==> src/rtl/i2s_pkg.sv <==
// Shared constants and types for the four-line I2S microphone capture block.
package i2s_pkg;

    localparam int unsigned SAMPLE_W = 16;
    localparam int unsigned LINES    = 4;
    localparam int unsigned CHAN_W   = 3;
    localparam int unsigned ENTRY_W  = CHAN_W + SAMPLE_W;
    localparam int unsigned BITCNT_W = 5;
    localparam int unsigned STAT_CNT_W = 5;

    // Bit counter: last data bit of a word, and the saturated "not capturing" value.
    localparam logic [BITCNT_W-1:0] BITCNT_LAST = 5'd16;
    localparam logic [BITCNT_W-1:0] BITCNT_IDLE = 5'd17;

    // Register offsets within the peripheral window.
    localparam logic [15:0] OFF_DATA   = 16'h0000;
    localparam logic [15:0] OFF_STATUS = 16'h0004;
    localparam logic [15:0] OFF_CTRL   = 16'h0008;

    // Register field positions.
    localparam int unsigned DATA_VALID_BIT = 31;
    localparam int unsigned DATA_CHAN_LSB  = 16;
    localparam int unsigned STAT_COUNT_LSB = 0;
    localparam int unsigned STAT_EMPTY_BIT = 8;
    localparam int unsigned STAT_FULL_BIT  = 9;
    localparam int unsigned STAT_OVF_BIT   = 10;
    localparam int unsigned STAT_FLUSH_BIT = 0;
    localparam int unsigned CTRL_EN_BIT    = 0;
    localparam int unsigned CTRL_MASK_LSB  = 8;

    typedef enum logic {
        SEQ_IDLE = 1'b0,
        SEQ_PUSH = 1'b1
    } seq_state_e;

    typedef struct packed {
        logic [CHAN_W-1:0]   chan;
        logic [SAMPLE_W-1:0] sample;
    } fifo_entry_t;

    // Channel number of a word: data line pair index times two plus left/right.
    function automatic logic [CHAN_W-1:0] chan_index(input logic [1:0] line, input logic lr);
        return {line, lr};
    endfunction

endpackage

==> src/rtl/sync_fifo.sv <==
// Single-clock FIFO with registered occupancy flags and a synchronous flush.
module sync_fifo #(
    parameter int unsigned WIDTH = 19,
    parameter int unsigned DEPTH = 16
) (
    input  logic                   clk,
    input  logic                   rst_n,
    input  logic                   push,
    input  logic                   pop,
    input  logic                   flush,
    input  logic [WIDTH-1:0]       wdata,
    output logic [WIDTH-1:0]       rdata_c,
    output logic [$clog2(DEPTH):0] count,
    output logic                   full,
    output logic                   empty
);

    localparam int unsigned AW = $clog2(DEPTH);
    localparam int unsigned CW = AW + 1;

    logic [WIDTH-1:0] mem [DEPTH];
    logic [AW-1:0]    wptr;
    logic [AW-1:0]    rptr;
    logic             do_push;
    logic             do_pop;
    logic [CW-1:0]    count_nx;

    // A pop frees the slot a same-cycle push needs, so push is allowed when full and popping.
    assign do_pop   = pop && !empty;
    assign do_push  = push && (!full || do_pop);
    assign count_nx = count + CW'(do_push) - CW'(do_pop);
    assign rdata_c  = mem[rptr];

    // Pointers and occupancy; flush wins over any push or pop.
    always_ff @(posedge clk or negedge rst_n) begin
        if (!rst_n) begin
            wptr  <= '0;
            rptr  <= '0;
            count <= '0;
            full  <= 1'b0;
            empty <= 1'b1;
        end else if (flush) begin
            wptr  <= '0;
            rptr  <= '0;
            count <= '0;
            full  <= 1'b0;
            empty <= 1'b1;
        end else begin
            if (do_push) wptr <= wptr + AW'(1);
            if (do_pop)  rptr <= rptr + AW'(1);
            count <= count_nx;
            full  <= (count_nx == CW'(DEPTH));
            empty <= (count_nx == '0);
        end
    end

    // Storage array, written only on an accepted push.
    always_ff @(posedge clk) begin
        if (do_push && !flush) mem[wptr] <= wdata;
    end

endmodule

==> src/rtl/i2s_capture.sv <==
// Four-line Philips I2S capture with a word FIFO behind a simple valid/ready bus.
module i2s_capture
    import i2s_pkg::*;
#(
    parameter logic [15:0]  ADDR  = 16'h7000,
    parameter int unsigned  DEPTH = 16
) (
    input  logic        ck,
    input  logic        rst,
    input  logic        iomem_valid,
    output logic        iomem_ready,
    input  logic [3:0]  iomem_wstrb,
    input  logic [31:0] iomem_addr,
    input  logic [31:0] iomem_wdata,
    output logic [31:0] iomem_rdata,
    input  logic        sck,
    input  logic        ws,
    input  logic [3:0]  sd
);

    localparam int unsigned CW = $clog2(DEPTH) + 1;

    // Synchronisers and edge detect
    logic                sck_meta, sck_sync, sck_prev;
    logic                ws_meta, ws_sync;
    logic [LINES-1:0]    sd_meta, sd_sync;
    logic                sck_rise_c;
    logic                ws_change_c;

    // Serial capture
    logic                last_ws;
    logic                chan_lr;
    logic [BITCNT_W-1:0] bitcnt;
    logic [BITCNT_W-1:0] bitcnt_nx;
    logic [SAMPLE_W-1:0] shreg [LINES];
    logic [SAMPLE_W-1:0] hold  [LINES];
    logic                hold_lr;
    logic                commit_c;

    // Push sequencer
    seq_state_e          state, state_nx;
    logic [1:0]          line, line_nx;
    logic [CHAN_W-1:0]   cur_chan;
    logic                push_c;
    fifo_entry_t         push_entry;

    // Register file and bus
    logic                ctrl_en;
    logic [7:0]          ctrl_mask;
    logic                overflow;
    logic                acked;
    logic                acc_c;
    logic                is_wr;
    logic [15:0]         off;
    logic                pop_c;
    logic                flush_c;
    logic [31:0]         rd_word;
    logic [31:0]         status_word;

    // FIFO side
    fifo_entry_t         head;
    logic [CW-1:0]       fifo_count;
    logic                fifo_full;
    logic                fifo_empty;

    logic                unused_bits;
    assign unused_bits = ^{iomem_wdata[31:16], iomem_wdata[7:1], iomem_wstrb[3:2]};

    // Two-flop synchronisers on every serial input, plus the previous sck for edge detect.
    always_ff @(posedge ck or negedge rst) begin
        if (!rst) begin
            sck_meta <= 1'b0;
            sck_sync <= 1'b0;
            sck_prev <= 1'b0;
            ws_meta  <= 1'b0;
            ws_sync  <= 1'b0;
            sd_meta  <= '0;
            sd_sync  <= '0;
        end else begin
            sck_meta <= sck;
            sck_sync <= sck_meta;
            sck_prev <= sck_sync;
            ws_meta  <= ws;
            ws_sync  <= ws_meta;
            sd_meta  <= sd;
            sd_sync  <= sd_meta;
        end
    end

    assign sck_rise_c  = sck_sync && !sck_prev;
    assign ws_change_c = (ws_sync != last_ws);
    assign bitcnt_nx   = bitcnt + BITCNT_W'(1);
    assign commit_c    = ctrl_en && sck_rise_c && !ws_change_c && (bitcnt_nx == BITCNT_LAST);

    // Bit counter, shift registers and word hand-off to the sequencer.
    always_ff @(posedge ck or negedge rst) begin
        if (!rst) begin
            last_ws <= 1'b0;
            chan_lr <= 1'b0;
            hold_lr <= 1'b0;
            bitcnt  <= BITCNT_IDLE;
            for (int n = 0; n < LINES; n++) begin
                shreg[n] <= '0;
                hold[n]  <= '0;
            end
        end else begin
            if (sck_rise_c) last_ws <= ws_sync;
            if (!ctrl_en) begin
                bitcnt <= BITCNT_IDLE;
            end else if (sck_rise_c) begin
                if (ws_change_c) begin
                    bitcnt  <= '0;
                    chan_lr <= ws_sync;
                end else if (bitcnt != BITCNT_IDLE) begin
                    bitcnt <= bitcnt_nx;
                    if (bitcnt_nx <= BITCNT_LAST) begin
                        for (int n = 0; n < LINES; n++) begin
                            shreg[n] <= {shreg[n][SAMPLE_W-2:0], sd_sync[n]};
                        end
                    end
                    if (commit_c) begin
                        hold_lr <= chan_lr;
                        for (int n = 0; n < LINES; n++) begin
                            hold[n] <= {shreg[n][SAMPLE_W-2:0], sd_sync[n]};
                        end
                    end
                end
            end
        end
    end

    // Sequencer state register.
    always_ff @(posedge ck or negedge rst) begin
        if (!rst) begin
            state <= SEQ_IDLE;
            line  <= '0;
        end else begin
            state <= state_nx;
            line  <= line_nx;
        end
    end

    assign cur_chan          = chan_index(line, hold_lr);
    assign push_entry.chan   = cur_chan;
    assign push_entry.sample = hold[line];

    // Sequencer next state: one line per cycle, masked channels still take their cycle.
    always_comb begin
        state_nx = state;
        line_nx  = line;
        push_c   = 1'b0;
        case (state)
            SEQ_IDLE: begin
                if (commit_c) begin
                    state_nx = SEQ_PUSH;
                    line_nx  = '0;
                end
            end
            SEQ_PUSH: begin
                push_c  = ctrl_en && ctrl_mask[cur_chan];
                line_nx = line + 2'd1;
                if (line == 2'(LINES - 1)) state_nx = SEQ_IDLE;
            end
        endcase
    end

    sync_fifo #(
        .WIDTH (ENTRY_W),
        .DEPTH (DEPTH)
    ) u_fifo (
        .clk     (ck),
        .rst_n   (rst),
        .push    (push_c),
        .pop     (pop_c),
        .flush   (flush_c),
        .wdata   (push_entry),
        .rdata_c (head),
        .count   (fifo_count),
        .full    (fifo_full),
        .empty   (fifo_empty)
    );

    // One access per valid assertion; the access executes on the edge that raises ready.
    assign acc_c   = iomem_valid && (iomem_addr[31:16] == ADDR) && !acked;
    assign is_wr   = |iomem_wstrb;
    assign off     = iomem_addr[15:0];
    assign pop_c   = acc_c && !is_wr && (off == OFF_DATA) && !fifo_empty;
    assign flush_c = acc_c && is_wr && (off == OFF_STATUS) && iomem_wdata[STAT_FLUSH_BIT];

    // Read data mux for the addressed register.
    always_comb begin
        rd_word     = '0;
        status_word = '0;
        status_word[STAT_COUNT_LSB +: STAT_CNT_W] = STAT_CNT_W'(fifo_count);
        status_word[STAT_EMPTY_BIT] = fifo_empty;
        status_word[STAT_FULL_BIT]  = fifo_full;
        status_word[STAT_OVF_BIT]   = overflow;
        if (!is_wr) begin
            case (off)
                OFF_DATA: begin
                    if (!fifo_empty) begin
                        rd_word[DATA_VALID_BIT]              = 1'b1;
                        rd_word[DATA_CHAN_LSB +: CHAN_W]     = head.chan;
                        rd_word[SAMPLE_W-1:0]                = head.sample;
                    end
                end
                OFF_STATUS: rd_word = status_word;
                OFF_CTRL: begin
                    rd_word[CTRL_EN_BIT]        = ctrl_en;
                    rd_word[CTRL_MASK_LSB +: 8] = ctrl_mask;
                end
                default: rd_word = '0;
            endcase
        end
    end

    // Bus handshake, read data (zero outside the ack cycle), CTRL and overflow registers.
    always_ff @(posedge ck or negedge rst) begin
        if (!rst) begin
            iomem_ready <= 1'b0;
            iomem_rdata <= '0;
            acked       <= 1'b0;
            ctrl_en     <= 1'b0;
            ctrl_mask   <= '0;
            overflow    <= 1'b0;
        end else begin
            iomem_ready <= acc_c;
            iomem_rdata <= acc_c ? rd_word : 32'h0;
            acked       <= iomem_valid && (acked || acc_c);
            if (acc_c && is_wr && (off == OFF_CTRL)) begin
                if (iomem_wstrb[0]) ctrl_en   <= iomem_wdata[CTRL_EN_BIT];
                if (iomem_wstrb[1]) ctrl_mask <= iomem_wdata[CTRL_MASK_LSB +: 8];
            end
            if (flush_c) begin
                overflow <= 1'b0;
            end else if (push_c && fifo_full && !pop_c) begin
                overflow <= 1'b1;
            end
        end
    end

endmodule

==> config.mk <==
export PLATFORM = sky130hd
export DESIGN_NAME = i2s_capture
export DESIGN_NICKNAME = d
export VERILOG_FILES = /design/src/rtl/i2s_pkg.sv /design/src/rtl/sync_fifo.sv /design/src/rtl/i2s_capture.sv
export SDC_FILE = /design/constraint.sdc
export NUM_CORES = 1
export LEC_CHECK = 0
export BUFFER_PORTS_ARGS = -buffer_cell sky130_fd_sc_hd__buf_2
export CORE_MARGIN = 1
export CORE_UTILIZATION = 61
export CTS_CLUSTER_DIAMETER = 200
export DETAILED_ROUTE_END_ITERATION = 6
export PLACE_DENSITY = 0.91
export SETUP_SLACK_MARGIN = 0.2
export SYNTH_ARGS = -nofsm -noshare
export SYNTH_HDL_FRONTEND = slang
export SYNTH_SLANG_ARGS = --single-unit
==> constraint.sdc <==
create_clock -name ck -period 3.4 [get_ports ck]
set_input_delay 0.68 -clock ck [delete_from_list [all_inputs] [get_ports ck]]
set_output_delay 0.68 -clock ck [all_outputs]
set_load 0.01 [all_outputs]
# --- Yosys cells after proc, flatten, opt, wreduce, memory -nomap -nowiden ---
# Memory sizes are Yosys's and may differ from the RTL's.
# Cells that the tools add are included.
classes:
  add_sub_neg: 6
  magnitude_cmp: 3
  n_eq_ne: 11
  muxes: 35
  bitwise_logic: 3
  n_reduce_logical: 42
ops:
  columns: ["cell", "count"]
  rows:
  - ["32-bit two-way mux", 2]
  - ["16-bit binary-select mux with 2-bit select", 1]
  - ["16-bit two-way mux", 2]
  - ["5-bit two-way mux", 5]
  - ["8-bit case mux with 3 select lines", 1]
  - ["1-bit logical AND", 20]
  - ["19-bit two-way mux", 1]
  - ["16-bit by 15-bit equality test with 1-bit output (second input constant)", 1]
  - ["16-bit by 3-bit equality test with 1-bit output (second input constant)", 1]
  - ["16-bit by 4-bit equality test with 1-bit output (second input constant)", 1]
  - ["16-bit zero test", 1]
  - ["4-bit two-way mux", 4]
  - ["7-bit case mux with 2 select lines", 1]
  - ["1-bit two-way mux", 12]
  - ["5-bit equality test (second input constant)", 2]
  - ["5-bit AND reduction", 2]
  - ["4-bit by 1-bit adder with 4-bit output (second input constant)", 2]
  - ["1-bit zero test", 8]
  - ["2-bit AND reduction", 3]
  - ["2-bit nonzero test", 3]
  - ["5-bit by 1-bit adder with 5-bit output", 1]
  - ["5-bit by 1-bit adder with 5-bit output (second input constant)", 1]
  - ["5-bit <= comparator (second input constant)", 1]
  - ["5-bit zero test", 1]
  - ["20 further kinds", 23]
totals:
  register_bits: 207
  mem_bits_rw: 304
  inputBits: 77
  out_inout_bits: 33
  memories: 1
mem_list:
  columns: ["memory", "depth", "width", "read_ports", "rd_ports_with_merged_regs", "write_ports", "line_no", "text"]
  rows:
  - ["u_fifo.mem", 16, 19, 1, 0, 1, "sync_fifo.sv:21", "logic [WIDTH-1:0] mem [DEPTH];"]

# --- Longest topological paths before layout ---
# Gate-level depths: netlist of the first run.
depth:
  ltp_word: 13
  depth_mapped: 13
  mapped_depth_nobuf: 12

# --- Modules after synthesis ---
# From an unflattened synthesis of the first run, not the netlist that was laid out.
hier_totals:
  cells_unflattened: 1082
  area_unflattened_um2: 19949.1
modules_own_cells:
  columns: ["mod", "instances", "cells_per_inst", "area_each_um2"]
  rows:
  - ["sync_fifo", 1, 571, 12320.6]
  - ["i2s_capture", 1, 511, 7628.6]

# --- Least setup slack after synthesis of the first run ---
# Ideal clock, no wire load.
synth_timing:
  path_type: "input -> register"
  start: "in iomem_addr[22]"
  end: "reg u_fifo.full"
  arrival_ps: 3461
  required_ps: 3312
  setup_slack_ps: -149
  cell_stages: 11
  path_buffers: 1
  cell_sequence: "nor4_1 and4b_1 nand4_1 inv_1 clkbuf_1 ha_1 inv_1 ha_1 fa_1 or4_1 nor3b_1"
synth_via:
  elab_chain_cells: 13
synth_rtl:
  columns: ["element", "line_no", "text"]
  rows:
  - ["start: declaration", "i2s_capture.sv:13", "input logic [31:0] iomem_addr,"]
  - ["16-bit by 15-bit equality test with 1-bit output *", "i2s_capture.sv:184", "assign acc_c = iomem_valid && (iomem_addr[31:16] == ADDR) && !acked;"]
  - ["1-bit logical AND * (2 in series)", "i2s_capture.sv:184", null]
  - ["1-bit logical AND (3 in series)", "i2s_capture.sv:187", "assign pop_c = acc_c && !is_wr && (off == OFF_DATA) && !fifo_empty;"]
  - ["1-bit logical AND", "sync_fifo.sv:29", "assign do_pop = pop && !empty;"]
  - ["1-bit logical OR", "sync_fifo.sv:30", "assign do_push = push && (!full || do_pop);"]
  - ["1-bit logical AND", "sync_fifo.sv:30", null]
  - ["5-bit by 1-bit adder with 5-bit output", "sync_fifo.sv:31", "assign count_nx = count + CW'(do_push) - CW'(do_pop);"]
  - ["5-bit by 1-bit subtractor with 5-bit output", "sync_fifo.sv:31", null]
  - ["5-bit equality test", "sync_fifo.sv:52", "full <= (count_nx == CW'(DEPTH));"]
  - ["1-bit two-way mux *", "sync_fifo.sv:42", "end else if (flush) begin"]
  - ["end signal: assignment", "sync_fifo.sv:52", null]
  - ["end: declaration", "sync_fifo.sv:14", "output logic full,"]
# Mark *: on every way between the ends. The rest lies on a longest branch, timed or not.
# A chain may end at the register's enable or synchronous reset.

# --- Worst setup path in the final report of the first run ---
layout_timing:
  start: "reg hold_lr"
  end: "reg u_fifo.full"
layout_via:
  elab_chain_cells: 9
layout_rtl:
  columns: ["element", "line_no", "text"]
  rows:
  - ["start: declaration", "i2s_capture.sv:37", "logic hold_lr;"]
  - ["start signal: assignment", "i2s_capture.sv:122", "hold_lr <= chan_lr;"]
  - ["1-bit binary-select mux with 3-bit select", "i2s_capture.sv:160", "push_c = ctrl_en && ctrl_mask[cur_chan];"]
  - ["1-bit two-way mux (not written as such)", "i2s_capture.sv:160", null]
  - ["1-bit logical AND", "i2s_capture.sv:160", null]
  - ["1-bit two-way mux", "i2s_capture.sv:152", "case (state)"]
  - ["1-bit logical AND", "sync_fifo.sv:30", null]
  - ["5-bit by 1-bit adder with 5-bit output", "sync_fifo.sv:31", null]
  - ["5-bit by 1-bit subtractor with 5-bit output", "sync_fifo.sv:31", null]
  - ["5-bit equality test", "sync_fifo.sv:52", null]
  - ["1-bit two-way mux", "sync_fifo.sv:42", null]
# No other way between the ends. The select of a mux whose other input is x is not followed.

==> flow_summary.yaml, run 1 <==
timing:
  fin_crit_sh: 0.888
  timing.fmax_mhz: 331
  setup_viol: 0
  worst_pin_slew_ns: 1.34
  slew_violations: 0
  hold_violations: 0
  relSlewSlack: 0.108
  tns_ns: 0
  rsz0062_at_grt: "false"
  fin_skew_ns: 0.0251
  layout_min_cycle_time_ns: 3.02
yosys:
  synth_area_um2: 20200
  ys_seq_area_frac: 0.695
  synth_top_family_by_area: "multiplexers"
  synth_compound_area_frac: 0.0210
  yosysWarnings: 0
  synth_edf_count: 304
  ys.flop_type: "edfxtp_1"
  avgSynthCellArea_um2: 19.6
  synth_fa_ha_area_frac: 0.00968
  synth_mux_area_frac: 0.214
  synth_cell_type_count: 59
  synthArstFlopShare: 0.391
  synth-seq-cells: 499
  synth-simple-area-share: 0.0350
  postSynthCellCount: 1028
  synth-xor-area-share: 0.00341
setup_path:
  crit_path_end_kind: "flop"
  crit_chain: "mux4_2, a22oi_2, nor2_1, ha_2, fa_1, xor2_1, or4_1, nor3b_1"
  reg2reg_depth: 8
  cp_slowest_stage_delay_ns: 0.61
  r2r_setup_slack_ns: 0.38
  critical_path.top_delay_family: "simple AND/OR/NAND/NOR gates"
  r2r-end: "u_fifo.full$_DFF_PN0_"
  worstSetupStartpointType: "flop"
  crit_buf_inv: 0
  crit-reg2reg-launch: "hold_lr$_DFFE_PN0P_"
  critPathMaxFanout: 4
  path_class: "flop to flop"
  required_ns: 3.87
  cp_slowest_cell: "mux4_2"
  worstPathArrival_ns: 3.50
clocking:
  h-tree-depth: 2
  cts_buffer_depth: 3
  clockRootBuffer: "clkbuf_16"
  cts_buffers: 48
  cts_tree: "yes"
  clock-sinks: 499
  path_clk_slew_ns: 0.06
  worst_skew_pair.late_latency_ns: 0.57
finish:
  diodes: 0
  drive_gt1_frac: 0.409
  fillers: 1852
  nets: 1254
  instances_no_fill: 1644
  syn_to_final_growth_pct: 14.3
global_routing:
  grt_pass1_wl_mm: 70.5
  grt_pass1_vias: 11400
  gr-usage-all-layers: 0.289
  antenna_found_initial: 0
  grt_start_max_net_pins: 82
  grt.overflow.total: 0
placement:
  dp.cells: 1550
  hpwl_mm: 26.1
  io_buffer_count: 74
  gp_congestion: 0.844
drt:
  wire_per_inst_um: 29.6
  wirelength_mm: 48.7
  vias: 10900
  viasPerCell: 6.65
  ant_nets: 0
  first_iter_violations: 1455
  drcViolationCount: 0
  drt-pass1-iter-count: 6
floorplan:
  dieArea_um2: 33800
  row_count: 66
  core-area_um2: 32500
  die_y_um: 184
  fp.dieW_um: 184
  initial_core_util: 0.620
  ios: 110
power_and_ir_drop:
  ir_drop_v: 0.000422
  power_density_nw_per_um2: 515
  p_leak_uw: 0.00955
worst_hold_path:
  hold_path.class: "input port to asynchronous set/reset pin"
run_status:
  status: "completed"
flow_run:
  drv_cap: 0
==> cells in the final DEF (no fill, tap or decap), drive strengths merged, types with 6 or more instances in the layout <==
cell type,instances
ha,14
nand4,6
edfxtp,304
mux2,135
inv,18
nor2b,16
a22o,10
clkinv,12
o21ai,14
conb,12
nand2,27
mux4,113
buf,130
nor2,30
a21oi,9
nor4,6
clkbuf,74
nand3,11
dfrtp,192
==> flip-flops by register name, summed over array words and instances, names as in the netlist, 5 cells and up <==
| signal | cells |
|---|---|
| shreg | 60 |
| u_fifo.count | 5 |
| ctrl_mask | 8 |
| iomem_rdata | 20 |
| bitcnt | 5 |
| hold | 64 |
| u_fifo.mem | 304 |
==> cells in the mapped netlist, types with 10 or more instances <==
cell      instances  share of area
nor2b_1          16         0.0050
edfxtp_1        304           0.45
buf_2            10         0.0025
a22o_1           10         0.0043
nor2_1           30         0.0056
o21ai_0          13         0.0032
mux2_4           60          0.045
dfrtp_1         192           0.24
mux4_2          113           0.13
mux2_2           75          0.042
buf_4            20         0.0074
nand2_1          27         0.0050
inv_1            15         0.0028
nand3_1          10         0.0025
ha_1             14         0.0087
clkbuf_1         14         0.0026
==> worst max path at each step <==
| stage | from | end | slack, ns | depth (start not counted) |
|---|---|---|---|---|
| after floorplan | iomem_addr[6] | u_fifo.mem[3][0]$_DFFE_PP_ | 0.12 | 6 |
| after global placement | iomem_wstrb[1] | u_fifo.full$_DFF_PN0_ | 0.09 | 9 |
| after detailed placement | iomem_wstrb[1] | u_fifo.full$_DFF_PN0_ | 0.007 | 9 |
| after CTS | bitcnt[0]$_DFFE_PN1P_ | hold[61]$_DFFE_PN0P_ | 0.34 | 7 |
| after global routing | hold_lr$_DFFE_PN0P_ | u_fifo.full$_DFF_PN0_ | 0.27 | 9 |
| final | hold_lr$_DFFE_PN0P_ | u_fifo.full$_DFF_PN0_ | 0.38 | 8 |
==> kinds of logic after synthesis <==
kind of cell    after synthesis
fa+ha+maj                    15
compound gates               57
other cells                   1
buf+inv                      73
flops                       499
mux                         251
xor+xnor                      7
simple gates                125
==> where the power goes <==
| group | internal, uW | total, uW | switching [uW] |
|---|---|---|---|
| Sequential | 6390 | 6400 | 8.17 |
| Combinational | 39.2 | 128 | 89.1 |
| Clock | 3060 | 5340 | 2280 |
==> area by class of cell <==
cell class	count	area (um^2)	area share
Multi-Input combinational cell	467	5860	0.254
Clock buffer	73	1430	0.0619
Tap cell	442	553	0.0240
Sequential cell	499	14000	0.608
Inverter	15	56.3	0.00244
Clock inverter	17	143	0.00619
Timing Repair Buffer	131	995	0.0432
==> through the flow <==
stage | utilization | hold WS, ns | power, uW | setup WS (ns) | area (um^2)
global route | 0.708 | 0.197 | 12200 | 0.271 | 23000
CTS | 0.707 | 0.186 | 11900 | 0.344 | 23000
detailed placement | 0.659 | 0.338 | 6640 | 0.00685 | 21400
finish | 0.708 | 0.162 | 11900 | 0.379 | 23000
global placement | 0.659 | 0.333 | 6640 | 0.0944 | 21400
floorplan | - | 0.331 | 6550 | 0.123 | 20300
==> layer usage <==
metal | part of all wire | track usage | vias to the layer above
li1 | - | - | 4293
met1 | 0.34 | 0.361 | 5605
met2 | 0.52 | 0.490 | 811
met3 | 0.087 | 0.0509 | 219
met4 | 0.053 | 0.144 | 0
met5 | 0 | 0 | -
==> what timing repair did <==
item	CTS	global route
gates resized for setup	0	1
setup endpoints to repair	0	2
buffers inserted	0	4
hold buffers	0	0
Power figures use the tool's default switching activity.
==> run 2: changes to the inputs <==
- BUFFER_PORTS_ARGS: -buffer_cell sky130_fd_sc_hd__buf_2 -> -buffer_cell sky130_fd_sc_hd__buf_4
==> run 2 against run 1 <==
  * Hold slack worse by 0.023 ns
  * Non-clock buffer count down 14
  * First-iteration DRC count down 18%
  * Combinational power up 9%
  * Via count down 2.7%
  * Die area unchanged
  * Highest routed layer unchanged
  * Core utilization up 0.70 points
  * Clock-buffer cell count down 13
==> flow_summary.yaml, run 2 (same netlist as run 1, synthesis figures left out) <==
setup_path:
  critPathMaxFanout: 21
  critPathLaunch: "bitcnt[0]$_DFFE_PN1P_"
  worstPathArrival_ns: 3.50
  crit_chain: "ha_1, nand3_1, xnor2_2, o2111ai_1, nor2_4, buf_12, mux2_2"
  path_class: "flop to flop"
  crit_buf_inv: 1
  cp_slowest_cell: "dfstp_2"
  required_ns: 3.82
  worstSetupStartpointType: "flop"
  cp_slowest_stage_delay_ns: 0.62
  crit_path_end_kind: "flop"
  crit-reg2reg-launch: "bitcnt[0]$_DFFE_PN1P_"
  critical_path.top_delay_family: "simple AND/OR/NAND/NOR gates"
placement:
  place_area_um2: 21600
  io_buffer_count: 74
  dpl_worst_slack_ns: 0.0322
  gp_congestion: 0.857
  dp.cells: 1540
  hpwl_mm: 25.2
drt:
  drcViolationCount: 0
  wire_per_inst_um: 28.4
  drt-pass1-iter-count: 6
  first_iter_violations: 1190
  wirelength_mm: 46.2
  ant_nets: 0
  vias: 10600
  viasPerCell: 6.54
finish:
  diodes: 0
  instances_no_fill: 1626
  final_cell_mix: "edfxtp_1 (304), dfrtp_1 (188), mux4_2 (113)"
  syn_to_final_growth_pct: 15.5
  mostFrequentLayoutCell: "edfxtp_1"
  regMostFlops: "u_fifo.mem"
  reg_top3: "u_fifo.mem x304, hold x64, shreg x60"
  fin_area_um2: 23300
  drive_gt1_frac: 0.405
  largest_register_ffs: 304
  nets: 1239
timing:
  layout_min_cycle_time_ns: 3.08
  tns_ns: 0
  timing.fmax_mhz: 324
  fin_hold_ws_ns: 0.139
  rsz0062_at_grt: "false"
  slew_violations: 0
  relSlewSlack: 0.123
  setup_ws_ns: 0.315
  setup_viol: 0
  hold_violations: 0
  fin_crit_sh: 0.907
  fin_skew_ns: 0.0170
  worst_pin_slew_ns: 1.31
power_and_ir_drop:
  ir_drop_v: 0.000473
  p_leak_uw: 0.00956
  power_density_nw_per_um2: 519
clocking:
  cts_hold_buf: 0
  cts_buffer_depth: 3
  clock-sinks: 499
  cts_tree: "yes"
  cts_resized: 0
  path_clk_slew_ns: 0.07
  clockRootBuffer: "clkbuf_16"
  cts_buffers: 47
  cts_setup_buffers: 0
  h-tree-depth: 2
  worst_skew_pair.late_latency_ns: 0.56
floorplan:
  ios: 110
  fp.dieW_um: 184
  dieArea_um2: 33800
  die_y_um: 184
  initial_core_util: 0.620
  core-area_um2: 32500
  row_count: 66
run_status:
  status: "completed"
global_routing:
  antenna_found_initial: 0
  grt_pass1_vias: 11200
  grt.overflow.total: 0
  grt_pass1_wl_mm: 69.9
  gr-usage-all-layers: 0.287
  grt_start_max_net_pins: 80
flow_run:
  drv_cap: 0
worst_hold_path:
  hold_path.class: "input port to asynchronous set/reset pin"
## run 2: changes by cell type in the layout (fill, tap and decap cells not counted), moves of 2 or more
cell,delta
buf_12,+7
buf_2,-73
buf_4,+52
bufinv_16,+6
clkbuf_1,-7
clkbuf_8,-5
clkinv_1,+2
inv_6,-3
## run 2: area by class of cell
| cell class | count | area, um^2 |
|---|---|---|
| timing repair buffer | 117 | 1160 |
| clock buffer | 60 | 1310 |
| inverter | 15 | 56.3 |
| multi-input combinational | 467 | 5850 |
| sequential | 499 | 14000 |
| fill | 1795 | 9260 |
| tap | 442 | 553 |
| clock inverter | 26 | 329 |
## run 2: layer usage
metal	wire [um]	GRT usage
met1	16200	0.361
met2	24000	0.490
met3	3880	0.0545
met4	2150	0.126
met5	0	0
## run 2: per-stage QoR
step	total power [uW]	utilization
after floorplan	6550	-
after global placement	6650	0.665
after detailed placement	6660	0.665
after CTS	12100	0.715
after global routing	12400	0.715
final	12100	0.715
## run 2: worst reg2reg max path: stages, from the launching register on
cell	delay [ns]
dfstp_2	0.62
ha_1	0.31
nand3_1	0.17
xnor2_2	0.28
o2111ai_1	0.37
nor2_4	0.57
buf_12	0.25
mux2_2	0.39
## run 2: where the power goes
part / leakage (uW) / switching [uW] / total, uW / internal, uW
Sequential: 0.00620 / 7.31 / 6390 / 6390
Combinational: 0.00255 / 85.2 / 140 / 54.4
Clock: 0.000810 / 2230 / 5560 / 3330
## run 2: path summary, 6_finish.rpt
path	end	slack, ns	depth (start not counted)
worst max-delay path	hold[10]$_DFFE_PN0P_	0.32	7
worst min-delay path	shreg[29]$_DFFE_PN0P_	0.14	1
worst max register to register	hold[10]$_DFFE_PN0P_	0.32	7
worst min register to register	sd_sync[3]$_DFF_PN0_	0.34	0
max in group asynchronous	hold[22]$_DFFE_PN0P_	2.35	2
min in group ck	sd_meta[2]$_DFF_PN0_	0.24	1
==> run 3: changes to the inputs <==
- CORE_UTILIZATION: 61 -> 55
- PLACE_DENSITY: 0.91 -> 0.87
- clock period: 3.4 -> 2.75 ns (I/O delays scaled with it)
==> run 3 against run 2 <==
  * The run now ends with design-rule violations, negative setup slack left
  * Global-route usage shrank 1.4 points
  * Worst setup slack got worse by 0.35 ns
  * Clock-buffer cell count is 16 higher
  * Cell count rose by 5.3%
  * Combinational power rose by 41%
  * Critical path depth up 2
  * Total power increased by 21%
  * Flip-flop and latch count stayed put
  * Critical endpoint is now u_fifo.empty$_DFF_PN1_
  * Highest routed layer unchanged
==> flow_summary.yaml, run 3 (same netlist as run 1, synthesis figures left out) <==
setup_path:
  required_ns: 3.23
  critPathMaxFanout: 4
  worstPathArrival_ns: 3.26
  crit_path_end_kind: "flop"
  reg2reg_depth: 9
  r2r-end: "u_fifo.empty$_DFF_PN1_"
  path_class: "flop to flop"
  r2r_setup_slack_ns: -0.03
  worstSetupEndpoint: "u_fifo.empty$_DFF_PN1_"
  critPathLaunch: "hold_lr$_DFFE_PN0P_"
  crit-reg2reg-launch: "hold_lr$_DFFE_PN0P_"
  worstSetupStartpointType: "flop"
floorplan:
  die_y_um: 193
  ios: 110
  row_count: 69
  fp.dieW_um: 193
  initial_core_util: 0.563
  core-area_um2: 35800
  dieArea_um2: 37400
global_routing:
  grt_start_max_net_pins: 64
  grt_pass1_vias: 11600
  grt.overflow.total: 0
  gr-usage-all-layers: 0.273
  grt_pass1_wl_mm: 74.9
  antenna_found_initial: 0
run_status:
  status: "finished with violations"
  violations: "design-rule violations, negative setup slack"
drt:
  vias: 11100
  wire_per_inst_um: 29.9
  drcViolationCount: 2
  viasPerCell: 6.48
  first_iter_violations: 1038
  ant_nets: 0
  drt-pass1-iter-count: 7
  wirelength_mm: 51.2
power_and_ir_drop:
  p_sw_frac: 0.201
  p_int_uw: 11700
  p_seq_frac: 0.540
  p_leak_uw: 0.00997
  clkPwrFrac: 0.447
  power_density_nw_per_um2: 606
  netSwitchingPower_uw: 2950
  p_comb_frac: 0.013
  ir_drop_v: 0.000445
clocking:
  h-tree-depth: 2
  cts_buffers: 47
  cts_buffer_depth: 3
  worst_skew_pair.late_latency_ns: 0.57
  clockRootBuffer: "clkbuf_16"
  path_clk_slew_ns: 0.07
  cts_tree: "yes"
  clock-sinks: 499
finish:
  regMostFlops: "u_fifo.mem"
  syn_to_final_growth_pct: 20.0
  largest_register_ffs: 304
  diodes: 0
  post-route-util: 0.675
  reg_top3: "u_fifo.mem x304, hold x64, shreg x60"
  nets: 1306
  final_cell_mix: "edfxtp_1 (304), dfrtp_1 (187), buf_4 (139)"
  drive_gt1_frac: 0.442
  mostFrequentLayoutCell: "edfxtp_1"
  fillers: 2029
timing:
  layout_min_cycle_time_ns: 2.78
  rsz0062_at_grt: "true"
  fin_skew_ns: 0.0237
  setup_viol: 2
  worst_pin_slew_ns: 0.742
  setup_ws_ns: -0.0305
  fin_crit_sh: 1.01
  tns_ns: -0.0331
  hold_violations: 0
  relSlewSlack: 0.505
  slew_violations: 0
  timing.fmax_mhz: 360
worst_hold_path:
  hold_path.class: "input port to flop"
placement:
  io_buffer_count: 74
  hpwl_mm: 27.2
  gp_congestion: 0.816
flow_run:
  drv_cap: 0
[run 3: per-stage QoR]
stage	setup slack, ns	hold WS, ns	instance area [um^2]	cells	power [uW]
6_report	-0.0305	0.0872	24200	1712	14700
3_3_place_gp	-0.405	0.332	22200	1599	8240
5_1_grt	-0.0871	0.0782	24200	1712	15000
2_1_floorplan	-0.305	0.254	20400	1039	8100
4_1_cts	0.0125	0.0735	24100	1704	14700
3_5_place_dp	-0.561	0.336	22200	1599	8250
[run 3: final cells by class]
| class | instances | area (um^2) | area share |
|---|---|---|---|
| Tap cell | 461 | 577 | 0.0238 |
| Multi-Input combinational cell | 467 | 6060 | 0.250 |
| Clock inverter | 10 | 111 | 0.00460 |
| Sequential cell | 499 | 14000 | 0.580 |
| Clock buffer | 76 | 1420 | 0.0588 |
| Timing Repair Buffer | 184 | 1950 | 0.0806 |
| Inverter | 15 | 56.3 | 0.00233 |
[run 3: critical path, stage by stage, from the launching register on]
cell and delay [ns]:
dfrtp_2 0.43, mux4_2 0.54, a22oi_2 0.17, buf_4 0.16, nor2_2 0.05, ha_4 0.16
fa_2 0.35, xor2_1 0.19, or4_4 0.44, o22ai_1 0.20
[run 3: metal layers]
layer | vias up | share of wire | wire (um) | GRT usage
met4 | 0 | 0.043 | 2200 | 0.122
met1 | 5856 | 0.36 | 18300 | 0.340
li1 | 4408 | - | - | -
met5 | - | 0 | 0 | 0
met2 | 664 | 0.52 | 26900 | 0.473
met3 | 158 | 0.075 | 3840 | 0.0474
[run 3: what timing repair did]
| item | 4_1_cts | 5_1_grt |
|---|---|---|
| hold buffers | 1 | 0 |
| cloned | 4 | 4 |
| setup endpoints to repair | 128 | 94 |
| gates resized for setup | 19 | 7 |
| pin swaps | 9 | 4 |
| endpoints found under the hold margin | 13 | 0 |
| setup buffers | 14 | 4 |
[run 3: worst min path at each step]
stage | from | end | slack (ns) | depth (start not counted)
3_3_place_gp | sck_meta$_DFF_PN0_ | sck_sync$_DFF_PN0_ | 0.33 | 0
3_5_place_dp | sd_meta[0]$_DFF_PN0_ | sd_sync[0]$_DFF_PN0_ | 0.34 | 0
2_1_floorplan | rst | acked$_DFF_PN0_ | 0.25 | 0
6_report | sck | sck_meta$_DFF_PN0_ | 0.09 | 1
5_1_grt | sd[2] | sd_meta[2]$_DFF_PN0_ | 0.08 | 1
4_1_cts | ws | ws_meta$_DFF_PN0_ | 0.07 | 1
[run 3: power by group through the flow]
stage	combinational, uW	sequential (uW)	clock, uW
finish	197	7910	6550
global route	214	7900	6860
CTS	195	7910	6550
detailed placement	190	8060	0
global placement	183	8060	0
floorplan	46.8	8060	0
